## src/rtl/seq_cla_adder.sv

```systemverilog
// Multi-cycle adder/subtractor: one CHUNK-bit carry-lookahead group per cycle,
// with a valid/ready handshake on both the operand and the result side.
module seq_cla_adder #(
    parameter int WIDTH = 32,
    parameter int CHUNK = 8
) (
    input  logic             clk,
    input  logic             rst,
    input  logic             in_valid,
    output logic             in_ready,
    input  logic [WIDTH-1:0] a,
    input  logic [WIDTH-1:0] b,
    input  logic             cin,
    input  logic             sub,
    output logic             out_valid,
    input  logic             out_ready,
    output logic [WIDTH-1:0] sum,
    output logic             cout,
    output logic             ovf
);

    localparam int NUM_CHUNKS = WIDTH / CHUNK;
    localparam int K_W        = (NUM_CHUNKS > 1) ? $clog2(NUM_CHUNKS) : 1;
    localparam logic [K_W-1:0] K_LAST = K_W'(NUM_CHUNKS - 1);

    localparam logic [1:0] ST_IDLE = 2'd0;
    localparam logic [1:0] ST_RUN  = 2'd1;
    localparam logic [1:0] ST_DONE = 2'd2;

    logic [1:0]       state_q, state_d;
    logic [WIDTH-1:0] a_q, a_d;
    logic [WIDTH-1:0] b_q, b_d;
    logic             carry_q, carry_d;
    logic [K_W-1:0]   k_q, k_d;
    logic [WIDTH-1:0] sum_q, sum_d;
    logic             cout_q, cout_d;
    logic             ovf_q, ovf_d;

    logic [31:0]      lo_idx;
    logic [CHUNK-1:0] grp_a, grp_b, grp_p, grp_g, grp_sum;
    logic [CHUNK:0]   grp_c;

    assign lo_idx = 32'(k_q) * 32'(CHUNK);

    // Each carry is a flat sum of products over g/p and the registered carry,
    // so no carry depends on the previous bit's carry.
    always_comb begin
        logic prod;
        logic acc;
        prod     = 1'b1;
        acc      = 1'b0;
        grp_a    = a_q[lo_idx +: CHUNK];
        grp_b    = b_q[lo_idx +: CHUNK];
        grp_p    = grp_a ^ grp_b;
        grp_g    = grp_a & grp_b;
        grp_c    = '0;
        grp_c[0] = carry_q;
        for (int i = 0; i < CHUNK; i++) begin
            prod = 1'b1;
            acc  = 1'b0;
            for (int j = i; j >= 0; j--) begin
                acc  = acc | (grp_g[j] & prod);
                prod = prod & grp_p[j];
            end
            grp_c[i+1] = acc | (prod & carry_q);
        end
        grp_sum = grp_p ^ grp_c[CHUNK-1:0];
    end

    // NOTE: every next-state signal gets its hold value first so no path
    // through the case statement can leave it unassigned and infer a latch.
    always_comb begin
        state_d = state_q;
        a_d     = a_q;
        b_d     = b_q;
        carry_d = carry_q;
        k_d     = k_q;
        sum_d   = sum_q;
        cout_d  = cout_q;
        ovf_d   = ovf_q;
        case (state_q)
            ST_IDLE: begin
                if (in_valid) begin
                    // Subtraction is a + ~b + ~borrow, folded in at capture.
                    a_d     = a;
                    b_d     = b ^ {WIDTH{sub}};
                    carry_d = cin ^ sub;
                    k_d     = '0;
                    state_d = ST_RUN;
                end
            end
            ST_RUN: begin
                sum_d[lo_idx +: CHUNK] = grp_sum;
                carry_d                = grp_c[CHUNK];
                if (k_q == K_LAST) begin
                    cout_d  = grp_c[CHUNK];
                    ovf_d   = grp_c[CHUNK] ^ grp_c[CHUNK-1];
                    state_d = ST_DONE;
                end else begin
                    k_d = k_q + K_W'(1);
                end
            end
            ST_DONE: begin
                if (out_ready) begin
                    state_d = ST_IDLE;
                end
            end
            default: state_d = ST_IDLE;
        endcase
    end

    // NOTE: state registers use non-blocking assignments so every flop
    // samples the pre-edge value of every other flop.
    always_ff @(posedge clk) begin
        if (rst) begin
            state_q <= ST_IDLE;
            carry_q <= 1'b0;
            k_q     <= '0;
            sum_q   <= '0;
            cout_q  <= 1'b0;
            ovf_q   <= 1'b0;
        end else begin
            state_q <= state_d;
            carry_q <= carry_d;
            k_q     <= k_d;
            sum_q   <= sum_d;
            cout_q  <= cout_d;
            ovf_q   <= ovf_d;
        end
    end

    // NOTE: operand registers are deliberately not reset; they are always
    // loaded on acceptance before anything reads them.
    always_ff @(posedge clk) begin
        a_q <= a_d;
        b_q <= b_d;
    end

    assign in_ready  = (state_q == ST_IDLE);
    assign out_valid = (state_q == ST_DONE);
    assign sum       = sum_q;
    assign cout      = cout_q;
    assign ovf       = ovf_q;

endmodule

```

## config.mk

```make
export PLATFORM = sky130hd
export DESIGN_NAME = seq_cla_adder
export DESIGN_NICKNAME = d
export VERILOG_FILES = /design/src/rtl/seq_cla_adder.sv
export SDC_FILE = /design/constraint.sdc
export NUM_CORES = 1
export LEC_CHECK = 0
export BUFFER_PORTS_ARGS = -buffer_cell sky130_fd_sc_hd__buf_4
export CORE_MARGIN = 2
export CORE_UTILIZATION = 45
export DETAILED_ROUTE_END_ITERATION = 8
export GPL_TIMING_DRIVEN = 1
export PLACE_DENSITY = 0.71
export SYNTH_ARGS = -nofsm -noshare
export SYNTH_HDL_FRONTEND = slang
export SYNTH_SLANG_ARGS = --single-unit
```

## constraint.sdc

```tcl
create_clock -name clk -period 3.11 [get_ports clk]
set_input_delay 0.4665 -clock clk [delete_from_list [all_inputs] [get_ports clk]]
set_output_delay 0.4665 -clock clk [all_outputs]
set_load 0.01 [all_outputs]
```

==> results.ini <==
[critical_path]
reg2reg_to=sum[6]
cp.required_ns=3.40
startpoint=k_q[0]
critPathLaunchType=flip-flop
arrival_ns=3.20
r2r_cells=8
endpoint_kind=flip-flop
cp_max_fo=25
timing.rr.start=k_q[0]
path_class=flip-flop to flip-flop
reg2reg_setup_slack_ns=0.19

[synth]
syn_area_um2=4591
syn-num-nets=432
yosysUniqueCellTypes=46
yosysWarningCount=0
ys_seq_area_share_pct=58.87
avgSynthCellArea_um2=13.27
synthArstFlopShare_pct=0
synth_edf_count=64
synth-seq-cells=103
syn_inst=346
synthFlopType=edfxtp_1

[place]
placedCellCount=570
place_congestion=0.8171
numPortBuffers=105
hpwl_um=6789
dp_slack_ns=0.2186

[job]
max_cap_viol_count=0

[clocking]
cts_sinks=103
cts-root-buf=clkbuf_8
cts_tree=built
postCtsHoldBufs=0
clockBufferDepth=2
insertion_delay_ns=0.37
cts_made_buffers=9
cts_setup_buffers=0
path_clk_slew_ns=0.10
htree_levels=3
cts_resized=0

[sta]
slew_viol_final=0
tns_ns=0
finalCritPeriodShare_pct=93.79
rsz0062_at_grt=false
slew_headroom_pct=59.41
hold_violations=0
fmax_ghz=0.3428
worst_pin_slew_ns=0.6045
setup_viol=0
finClkSkew_ns=0.01069
min_period_ns=2.917
setup_slack_ns=0.1932

[cells_and_area]
num_antenna_cells=0
seqCellArea_um2=2703
multi_input_area_um2=1755
layout_common_cells=buf_4, edfxtp_1, dfxtp_1
final_common_cell=buf_4
layout-drive-gt1-share_pct=33.55
syn2layout_area_growth_pct=24.31
fin_cells=586
filler_cell_count=833
finalNetCount=534

[global_routing]
grt.met2_usage_pct=26.39
antenna_found_initial=0
gr-total-overflow=0
use_met3_pct=5.490
grt_pass1_wl_um=15000
grt_max_degree=65
grt.busiest_layer=met2
grt_pass1_vias=2970
use_met1_pct=23.40
grt_use_total_pct=17.41

[floorplan]
die_h_um=105
die-area_um2=11030
num_io_pins=106
initial_core_util_pct=46.75
row_count=36
fp.coreArea_um2=9819
die_x_um=105

[route]
first_pass_iters=5
num_vias=3085
finalWirelength_um=9236
ant_nets=0
routedWlPerCell_um=15.76
drt-vias-per-instance=5.265
drc=0
first_iter_violations=141

[power]
vdd_ir_drop_max_mv=0.2613
powerDensity_nw_per_um2=508.3
leakage_nw=2.213
report.power.total_mw=2.901

[min_path]
hp-class=primary input to flip-flop
min_from=a[25]
min_to=a_q[25]
hold_depth=1

[outcome]
outcome=finished clean

-- state kept, by name (all words and copies together), names as in the netlist --
signal / flops
state_q: 2
sum: 32
k_q: 2
ovf: 1
a_q: 32
b_q: 32
cout: 1
carry_q: 1
-- cell type report --
class | count | area share, %
Sequential cell | 103 | 47.36
Multi-Input combinational cell | 215 | 30.76
Timing Repair Buffer | 109 | 15.00
Tap cell | 133 | 2.916
Clock buffer | 10 | 2.412
Clock inverter | 6 | 0.8989
Inverter | 10 | 0.6578
-- worst max path at each step --
stage | to | slack (ns) | cells after the start
2_1_floorplan | ovf | 0.14 | 9
3_3_place_gp | sum[4] | 0.33 | 8
3_5_place_dp | sum[20] | 0.22 | 8
4_1_cts | sum[20] | 0.19 | 8
5_1_grt | sum[6] | 0.05 | 8
6_report | sum[6] | 0.19 | 8
-- synth_stat cells (2+ instances only) --
library cell   n  share of area [%]
a21oi_1       16                1.7
ha_1          15                4.1
or4_1          2               0.33
and2_1         2               0.27
nor2b_1        2               0.27
buf_4          6               0.98
mux2i_1        2               0.44
o21ai_0        5               0.55
a211oi_2       2               0.55
nand3b_1       4               0.65
o41ai_2        2               0.71
xnor2_1        2               0.38
o31ai_1        8                1.3
xor2_1        35                6.7
clkbuf_1       6               0.49
buf_2          4               0.44
nor2_1        33                2.7
a211oi_1       3               0.49
nand4_1        3               0.41
buf_1          2               0.16
nand2_1       17                1.4
edfxtp_1      64                 42
nand2b_1       3               0.41
nand3_1        2               0.22
inv_1         10               0.82
a22oi_1       17                2.8
mux4_2        16                7.8
nor3_1         7               0.76
dfxtp_1       39                 17
-- power breakdown --
part	internal, mW	switching (mW)
combinational	0.246	0.302
clock	0.324	0.470
sequential	1.54	0.0243
-- cells by family (layout without fill, tap and decap cells) --
logic type | Yosys count | count (layout) | synth area share (%)
mux | 18 | 18 | 8.286
fa+ha+maj | 16 | 16 | 4.524
xor+xnor | 37 | 37 | 7.059
simple gates | 81 | 81 | 8.504
flops | 103 | 103 | 58.87
compound gates | 63 | 63 | 9.867
buf+inv | 28 | 135 | 2.889
-- layer usage --
| metal | vias up | wire [um] | part of all wire [%] |
|---|---|---|---|
| met5 | - | 0 | 0 |
| met4 | 0 | 159 | 1.7 |
| met3 | 16 | 682 | 7.4 |
| met2 | 133 | 4260 | 46 |
| met1 | 1443 | 4133 | 45 |
| li1 | 1493 | - | - |
-- through the flow --
stage | hold WS [ns] | cell area [um2] | util (%)
final | 0.2652 | 5707 | 58.12
after global routing | 0.2369 | 5707 | 58.12
after global placement | 0.4445 | 5518 | 56.19
after CTS | 0.2484 | 5707 | 58.12
after floorplan | 0.4735 | 4591 | -
after detailed placement | 0.4518 | 5518 | 56.19
-- critical path, cell delays in order, from the launching register on --
cell      delay, ns
dfxtp_1        0.38
buf_12         0.22
mux4_2         0.55
ha_1           0.33
a211oi_2       0.37
nor3_1         0.15
o41ai_2        0.37
o41ai_2        0.20
o31ai_1        0.24
Power figures use the tool's default switching activity.
